`config.mk`:
```
export PLATFORM = sky130hd
export DESIGN_NAME = branch_resolver
export DESIGN_NICKNAME = d
export VERILOG_FILES = /design/src/rtl/branch_resolver.sv
export SDC_FILE = /design/constraint.sdc
export NUM_CORES = 1
export LEC_CHECK = 0
export CELL_PAD_IN_SITES_DETAIL_PLACEMENT = 2
export CELL_PAD_IN_SITES_GLOBAL_PLACEMENT = 2
export CORE_MARGIN = 5
export CORE_UTILIZATION = 23
export DETAILED_ROUTE_END_ITERATION = 16
export PLACE_DENSITY = 0.73
export SETUP_SLACK_MARGIN = 0.02
export SLEW_MARGIN = 15
export SYNTH_ARGS = -nofsm -noshare
export SYNTH_HDL_FRONTEND = slang
export SYNTH_SLANG_ARGS = --single-unit
export TNS_END_PERCENT = 20
```
`constraint.sdc`:
```
create_clock -name clk -period 1.3 [get_ports clk]
set_input_delay 0.26 -clock clk [delete_from_list [all_inputs] [get_ports clk]]
set_output_delay 0.26 -clock clk [all_outputs]
set_load 0.05 [all_outputs]
```
`src/rtl/branch_resolver.sv`:
```
// branch_resolver: execute-stage PC redirect and wrong-path flush sequencer (optional BRANCH_STATS_EN outcome counters)
module branch_resolver #(
  parameter int PC_WIDTH = 32,
  parameter int FLUSH_CYCLES = 2
`ifdef BRANCH_STATS_EN
  , parameter int CNT_WIDTH = 16
`endif
) (
  input  logic                clk,
  input  logic                rst,
  input  logic                BranchE,
  input  logic                ValidE,
  input  logic                CondEx,
  input  logic                StallE,
  input  logic                StallF,
  input  logic [PC_WIDTH-1:0] BranchTargetE,
  output logic                PCSrcE,
  output logic [PC_WIDTH-1:0] BranchTargetOut,
  output logic                FlushD,
  output logic                FlushE,
  output logic                Busy
`ifdef BRANCH_STATS_EN
  , output logic [CNT_WIDTH-1:0] TakenCount,
  output logic [CNT_WIDTH-1:0] NotTakenCount
`endif
);
  typedef enum logic [1:0] {IDLE, REDIRECT, FLUSH} state_t;
  state_t state_q, state_d;
  logic [3:0] cnt_q, cnt_d;
  logic qual, take;
  assign qual = BranchE & ValidE & ~StallE & (state_q == IDLE);
  assign take = qual & CondEx;
  // next state: redirect holds while fetch stalls, then count down the bubble cycles
  always_comb begin
    state_d = state_q;
    cnt_d = cnt_q;
    case (state_q)
      IDLE: state_d = take ? REDIRECT : IDLE;
      REDIRECT: begin
        state_d = StallF ? REDIRECT : (FLUSH_CYCLES == 1 ? IDLE : FLUSH);
        cnt_d = StallF ? cnt_q : 4'(FLUSH_CYCLES - 1);
      end
      FLUSH: begin
        state_d = cnt_q <= 4'd1 ? IDLE : FLUSH;
        cnt_d = cnt_q - 4'd1;
      end
      default: state_d = IDLE;
    endcase
  end
  // state, captured target and outputs registered from the next state
  always_ff @(posedge clk) begin
    if (rst) begin
      state_q <= IDLE;
      cnt_q <= '0;
      BranchTargetOut <= '0;
      PCSrcE <= 1'b0;
      FlushD <= 1'b0;
      FlushE <= 1'b0;
      Busy <= 1'b0;
    end else begin
      state_q <= state_d;
      cnt_q <= cnt_d;
      if (take) BranchTargetOut <= BranchTargetE;
      PCSrcE <= state_d == REDIRECT;
      FlushD <= state_d != IDLE;
      FlushE <= state_d != IDLE;
      Busy <= state_d != IDLE;
    end
  end
`ifdef BRANCH_STATS_EN
  // saturating counts of branch outcomes decided in IDLE
  always_ff @(posedge clk) begin
    if (rst) begin
      TakenCount <= '0;
      NotTakenCount <= '0;
    end else begin
      if (take && !(&TakenCount)) TakenCount <= TakenCount + CNT_WIDTH'(1);
      if (qual && !CondEx && !(&NotTakenCount)) NotTakenCount <= NotTakenCount + CNT_WIDTH'(1);
    end
  end
`else
  // outcome counters are not built
`endif
endmodule

```
; Word level (Yosys, flattened, before mapping)
; Index checks and enable logic that the tools add are counted.
[classes]
addsub = 1
n_lt_le_gt_ge = 1
eq_ne = 4
n_mux = 6
bitwise_logic = 5
n_reduce_logical = 4
[op_table]
columns = cell, count
row1 = 4-bit case mux with 2 select lines, 1
row2 = 2-bit case mux with 3 select lines, 1
row3 = 1-bit AND, 4
row4 = "2-bit by 1-bit == test with 1-bit output, second input constant", 2
row5 = "4-bit by 1-bit less-or-equal comparator with 1-bit output, second input constant", 1
row6 = 2-bit 2-to-1 mux, 2
row7 = 4-bit 2-to-1 mux, 1
row8 = 2-bit nonzero test, 2
row9 = "4-bit by 1-bit subtractor with 4-bit output, second input constant", 1
row10 = "2-bit == test, second input constant", 1
row11 = 2-bit zero test, 1
row12 = "2-bit inequality test, second input constant", 1
row13 = 2-bit AND reduction, 1
row14 = 1-bit 2-to-1 mux, 1
row15 = 1-bit inverter, 1
[totals]
reg_bits = 40
inputBits = 39
output_inout_bits = 36
elab_cells = 26

; Depth between registers and ports, before layout
; Gate-level depths: netlist of the first run.
[logic_depth]
ltp_word = 7
ltp_mapped = 6
depth_no_buf = 5

; Worst setup path after synthesis of the first run
; Ideal clock, no wire load.
[synth_path]
kind = register -> register
from = register state_q[1]
to = register BranchTargetOut[10]
arrival_ns = 1.286
t_required_ns = 1.228
path_slack_ns = -0.058
stages_incl_launch_ff = 7
path_buffers = 3
period_less_slack_ns = 1.358
cell_sequence = dfxtp_1 buf_6 nor4b_2 and3_1 buf_6 buf_12 mux2i_1
[synth_via]
elab_chain_cells = 3
[synth_lines]
columns = element, line_no
row1 = start: declaration, 28  ; state_t state_q, state_d;
row2 = start signal: assignment, 61  ; state_q <= state_d;
row3 = 2-bit zero test, 31  ; assign qual = BranchE & ValidE & ~StallE & (state_q == IDLE);
row4 = 1-bit AND, 31
row5 = 1-bit AND, 32  ; assign take = qual & CondEx;
row6 = end signal: assignment, 63  ; if (take) BranchTargetOut <= BranchTargetE;
row7 = end: declaration, 18  ; output logic [PC_WIDTH-1:0] BranchTargetOut,
; No other way between the ends.
; A chain may end at the register's enable or synchronous reset.

; Worst setup path in the final report of the first run
[layout_path]
from = register state_q[0]
to = register BranchTargetOut[1]
; Same word-level chain as after synthesis.

==> results of run 1 <==
## layout by cell type (no fill, tap or decap), types with 2 or more instances in the layout
cell type and n:
nand2b_1 65, buf_12 38, dfxtp_1 35, clkdlybuf4s50_1 35, mux2i_1 32, clkbuf_8 6
dfxtp_2 5, a21oi_1 5, buf_4 5, inv_1 3, nor2_1 3, ha_1 2
clkbuf_1 2, dlygate4sd2_1 2
## final cells by class
cell class                 count  share of cell area [%]
timing repair buffer          82                   37.40
clock buffer                   8                   2.817
sequential                    40                   25.23
tap                          102                   3.991
inverter                       3                  0.3521
multi-input combinational    124                   30.20
## kinds of logic after synthesis
| family | Yosys count |
|---|---|
| flops | 40 |
| fa+ha+maj | 2 |
| mux | 32 |
| buf+inv | 18 |
| compound gates | 12 |
| simple gates | 77 |
| xor+xnor | 1 |
## worst max-delay path, stage by stage, from the launching register on
cell,delay [ps]
dfxtp_2,340
nor4b_4,280
and3_4,290
buf_12,170
mux2i_1,210
## cell usage after synthesis
cell type,number,area share (%)
o21ai_0,1,0.27
buf_12,3,3.2
xnor2_1,1,0.47
o31ai_1,1,0.40
nand3b_1,1,0.40
a31o_1,1,0.47
nor3b_1,1,0.40
nor2_1,3,0.60
a21oi_1,5,1.3
clkbuf_1,8,1.6
and3_1,1,0.34
dfxtp_1,40,43
nand2b_1,65,22
inv_1,3,0.60
buf_6,2,1.2
nor4_1,1,0.34
nand3_1,1,0.27
or2_1,1,0.34
a2111oi_0,3,1.4
a31oi_1,1,0.34
buf_4,2,0.81
mux2i_1,32,17
and4b_1,1,0.54
nor2b_2,1,0.47
nor4b_2,1,0.81
ha_1,2,1.3
## per-layer routing
layer	GRT usage, %	wire (um)	part of all wire [%]
met4	3.109	17	0.32
met2	16.32	2529	48
met1	13.56	2425	46
met3	2.363	273	5.2
met5	0	0	0
## path summary, 6_finish.rpt
path | endpoint | slack [ps] | cells past startpoint
setup / recovery | BranchTargetOut[1] | -70 | 4
hold / removal | cnt_q[0] | 200 | 2
setup reg to reg | BranchTargetOut[1] | -70 | 4
hold reg to reg | BranchTargetOut[0] | 510 | 2
## registers in the layout, summed over array words and instances, names as in the netlist
register and cells:
cnt_q 4, PCSrcE 1, state_q 2, BranchTargetOut 32, Busy 1
## per-stage QoR
stage | total power [W] | worst slack, ps | hold slack (ps) | instances
floorplan | 0.001520 | -3.181 | 415.3 | 182
global placement | 0.001772 | -416.0 | 496.0 | 350
detailed placement | 0.001783 | -467.3 | 507.7 | 350
CTS | 0.002663 | -75.15 | 191.9 | 358
global route | 0.002753 | -155.9 | 202.6 | 359
finish | 0.002605 | -72.42 | 204.0 | 359
## timing repair
item / CTS / global route
endpoints found under the setup margin: 37 / 37
buffers inserted: 0 / 0
gates cloned: 0 / 1
pin swaps: 0 / 0
gates resized for setup: 7 / 7
endpoints found under the hold margin: 0 / 0
## power by group through the flow
stage	Clock, W	Sequential [W]	Combinational [W]
floorplan	0	0.00138	0.000144
global placement	0	0.00131	0.000462
global route	0.000964	0.00129	0.000503
detailed placement	0	0.00131	0.000472
finish	0.000851	0.00128	0.000473
CTS	0.000907	0.00128	0.000474
==> results.json, run 1 <==
{
  "status": "finished with violations",
  "failed_checks": "setup timing",
  "synth_top_family_by_area": "simple AND/OR/NAND/NOR gates",
  "skew_ps": 4.319,
  "core_area_mm2": 0.007807,
  "grt_pass1_vias": 1645,
  "multi_input_area_um2": 965.9,
  "fillers": 813,
  "drt_iter0_drc": 25,
  "rr_startpoint": "state_q[0]",
  "yosysSeqAreaShare_pct": 42.98,
  "h-tree-depth": 2,
  "die_height_um": 100,
  "routed_wl_um": 5245,
  "syn_nets": 223,
  "antennaDiodeCount": 0,
  "post_synth_and_or_nand_nor_area_fraction_pct": 26.33,
  "worstHoldStart": "rst",
  "num-nets-final": 297,
  "wl_per_cell_um": 14.61,
  "antenna_found_initial": 0,
  "p_leak_nw": 1.131,
  "crit_path_start": "state_q[0]",
  "dr.pass1.iters": 4,
  "seqCellArea_um2": 807.0,
  "path_clk_slew_ps": 80,
  "clock.fmax_mhz": 728.6,
  "die_w_um": 100,
  "synth_fa_ha_area_share_pct": 1.343,
  "track_usage_pct": 10.16,
  "p_sw_w": 0.0006449,
  "rows": 32,
  "place_area_mm2": 0.003048,
  "synth_area_mm2": 0.001863,
  "yosys_warnings": 0,
  "tns_ps": -1159,
  "synth.avg_cell_area_um2": 10.24,
  "min_period_over_period_pct": 105.6,
  "synth_cell_types": 26,
  "grt-ovfl-total": 0,
  "drc_errors": 0,
  "worst_slew_pin_slew_ps": 344.1,
  "drv_cap": 0,
  "die-area_mm2": 0.01000,
  "clk_latency_ps": 280,
  "holdBufCountCts": 0,
  "grt_max_degree": 41,
  "cts-root-buf": "clkbuf_8",
  "final_layout_size_suffix_gt1_share_pct": 24.51,
  "via_count": 1498,
  "critPathArrivalTime_ps": 1580,
  "stdcell_area_mm2": 0.003198,
  "intPower_w": 0.001960,
  "clockBufferDepth": 2,
  "hold_class": "input pin to flip-flop",
  "power_frac_clock_pct": 32.7,
  "critPathMaxFanout": 12,
  "initial_core_util_pct": 23.86,
  "cts_num_sinks": 40,
  "numCtsBuffers": 5,
  "required_ps": 1510,
  "comb_power_share_pct": 18.1,
  "ant_nets": 0,
  "finalSetupViolations": 32,
  "crit_type": "flip-flop to flip-flop",
  "io_buffers": 74,
  "netlist_instances": 182,
  "p_seq_share_pct": 49.2,
  "slew_viol_final": 0,
  "rsz0062_at_grt": "yes",
  "gp_congestion": 0.7285,
  "syn_to_final_growth_pct": 71.66,
  "num_io_pins": 75,
  "ir_drop_mv": 0.3543,
  "start_kind": "flip-flop",
  "power_density_mw_per_mm2": 814.6,
  "swShare_pct": 24.76,
  "slew_headroom_pct": 76.47,
  "synth_mux_area_share_pct": 17.19,
  "setup_ws_ps": -72.42,
  "synth_compound_area_share_pct": 4.231,
  "final_core_util_pct": 40.96,
  "fin_crit_ps": 1372,
  "cts_tree": "built",
  "ys_ff_latch": 40,
  "grt_pass1_wl_um": 8162,
  "synthXorXnorAreaFrac_pct": 0.4701,
  "dpl.hpwl_um": 3877,
  "end_kind": "flip-flop",
  "finalHoldViolCount": 0,
  "vias_per_cell": 4.173
}
(Power assumes the default switching activity.)
==> run 2, diff against run 1 <==
- SLEW_MARGIN: 15 -> unset
==> results of run 2 <==
Final layout, timing and power as in run 1 (identical DEF).
==> run 3, diff against run 2 <==
- CORE_UTILIZATION: 23 -> 24
- CTS_BUF_LIST: unset -> sky130_fd_sc_hd__clkbuf_8
- PLACE_DENSITY: 0.73 -> 0.76
==> run 3 against run 2 <==
Core utilization increased by 2.0 points. Critical path depth unchanged. Hold slack improved by 41 ps. The flow still finishes with violations (setup timing). Fmax decreased by 1.1%. Clock skew decreased by 2.0 ps. Global-route usage increased by 1.9 points. Routed wire length increased by 12%. Via count increased by 2.9%.
==> results.json, run 3 (same netlist as run 1, synthesis figures left out) <==
{
  "cp_cell_sequence": "nor4b_4 -> and3_4 -> buf_12 -> mux2i_2",
  "antenna_found_initial": 0,
  "rsz0062_at_grt": "yes",
  "power_density_mw_per_mm2": 803.8,
  "routed_wl_um": 5855,
  "required_ps": 1510,
  "syn_to_final_growth_pct": 76.43,
  "status": "finished with violations",
  "initial_core_util_pct": 24.36,
  "skew_ps": 2.284,
  "drv_cap": 0,
  "place_inst": 351,
  "num_io_pins": 75,
  "critPathArrivalTime_ps": 1600,
  "reg_top3": "BranchTargetOut (32), cnt_q (4), state_q (2)",
  "io_buffers": 74,
  "grt_pass1_wl_um": 9225,
  "end_kind": "flip-flop",
  "holdPathEnd": "cnt_q[1]",
  "via_count": 1541,
  "clock.fmax_mhz": 720.4,
  "rows": 32,
  "critical_path.top_delay_family": "simple AND/OR/NAND/NOR gates",
  "regMostFlops": "BranchTargetOut",
  "p_leak_nw": 1.161,
  "fin_crit_ps": 1388,
  "rrSetupSlack_ps": -90,
  "path_buf_inv": 1,
  "worst_slew_pin_slew_ps": 350.9,
  "failed_checks": "setup timing",
  "whs_ps": 245.2,
  "critPathMaxFanout": 10,
  "h-tree-depth": 2,
  "slew_headroom_pct": 76.00,
  "vias_per_cell": 4.257,
  "cp_slowest_cell": "dfxtp_2",
  "layout_common_cells": "65 x nand2b_1, 41 x buf_12, 36 x dfxtp_1",
  "die_height_um": 98.11,
  "cts_num_sinks": 40,
  "finalSetupViolations": 32,
  "critical-path-max-stage-delay_ps": 340,
  "detailedPlace.worstSlack_ps": -491.8,
  "core_area_mm2": 0.007647,
  "dpl.hpwl_um": 4076,
  "die-area_mm2": 0.009625,
  "fin_cells": 362,
  "drt_iter0_drc": 32,
  "final_layout_size_suffix_gt1_share_pct": 27.69,
  "hold_class": "input pin to flip-flop",
  "numCtsBuffers": 5,
  "ant_nets": 0,
  "setup_ws_ps": -88.10,
  "stdcell_area_mm2": 0.003287,
  "place_area_mm2": 0.003068,
  "drc_errors": 0,
  "clockBufferDepth": 2,
  "cts_tree": "built",
  "worst_r2r_endpoint": "BranchTargetOut[27]",
  "worstHoldPathCells": 2,
  "path_clk_slew_ps": 80,
  "antennaDiodeCount": 0,
  "wl_per_cell_um": 16.17,
  "fillers": 794,
  "gp_congestion": 0.6916,
  "largest_reg_flops": 32,
  "r2r_cells": 4,
  "cts-root-buf": "clkbuf_8",
  "final_common_cell": "nand2b_1",
  "finalHoldViolCount": 0,
  "ir_drop_mv": 0.4198,
  "grt_max_degree": 50,
  "worstHoldStart": "rst",
  "num-nets-final": 300,
  "slew_viol_final": 0,
  "dr.pass1.iters": 4,
  "clk_latency_ps": 280,
  "track_usage_pct": 12.05,
  "die_w_um": 98.11,
  "rr_startpoint": "state_q[0]",
  "start_kind": "flip-flop",
  "min_period_over_period_pct": 106.8,
  "crit_type": "flip-flop to flip-flop",
  "grt-ovfl-total": 0,
  "grt_pass1_vias": 1793
}
-- run 3: changes by cell type in the layout (fill, tap and decap cells not counted), sizes merged --
cell and delta:
clkinv +2, clkbuf -3, buf +4
-- run 3: through the flow --
step | utilization (%) | power (W) | TNS [ps]
4_1_cts | 43.28 | 0.002714 | -2507
2_1_floorplan | - | 0.001520 | -95.43
5_1_grt | 42.98 | 0.002775 | -3582
3_5_place_dp | 40.12 | 0.001791 | -15210
6_report | 42.98 | 0.002642 | -834.8
3_3_place_gp | 40.12 | 0.001778 | -12570
-- run 3: report_power, final --
group / switching (W) / internal [W]
Combinational: 0.000211 / 0.000289
Sequential: 0.0000310 / 0.00125
Clock: 0.000437 / 0.000424
Total: 0.000679 / 0.00196
-- run 3: final cells by class --
cell class                 instances  area [um^2]  area share [%]
inverter                           3        11.26          0.3426
tap                              102        127.6           3.883
clock inverter                     2        10.01          0.3045
sequential                        40        808.3           24.59
clock buffer                       6        82.58           2.512
multi-input combinational        124         1008           30.68
timing repair buffer              85         1239           37.69
-- run 3: worst max path at each step --
| stage | start | cells past startpoint | to | slack [ps] |
|---|---|---|---|---|
| floorplan | state_q[1] | 6 | BranchTargetOut[10] | -3 |
| global placement | StallE | 5 | BranchTargetOut[14] | -400 |
| detailed placement | StallE | 5 | BranchTargetOut[27] | -490 |
| CTS | state_q[0] | 5 | BranchTargetOut[16] | -120 |
| global route | state_q[0] | 4 | BranchTargetOut[27] | -160 |
| finish | state_q[0] | 4 | BranchTargetOut[27] | -90 |
-- run 3: repair_timing --
item / CTS / global route
setup buffers: 6 / 1
resized for setup: 13 / 10
endpoints found under the hold margin: 0 / 0
cloned: 2 / 0
hold buffers: 0 / 0
pin swaps: 2 / 5
endpoints found under the setup margin: 34 / 42
-- run 3: metal layers --
metal  global-route usage, %  vias to the layer above  part of all wire [%]
li1                        -                      752                     -
met1                   13.50                      744                    39
met2                   21.88                       39                    55
met3                   3.071                        6                   4.0
met4                   4.366                        0                   1.8
met5                       0                        -                     0
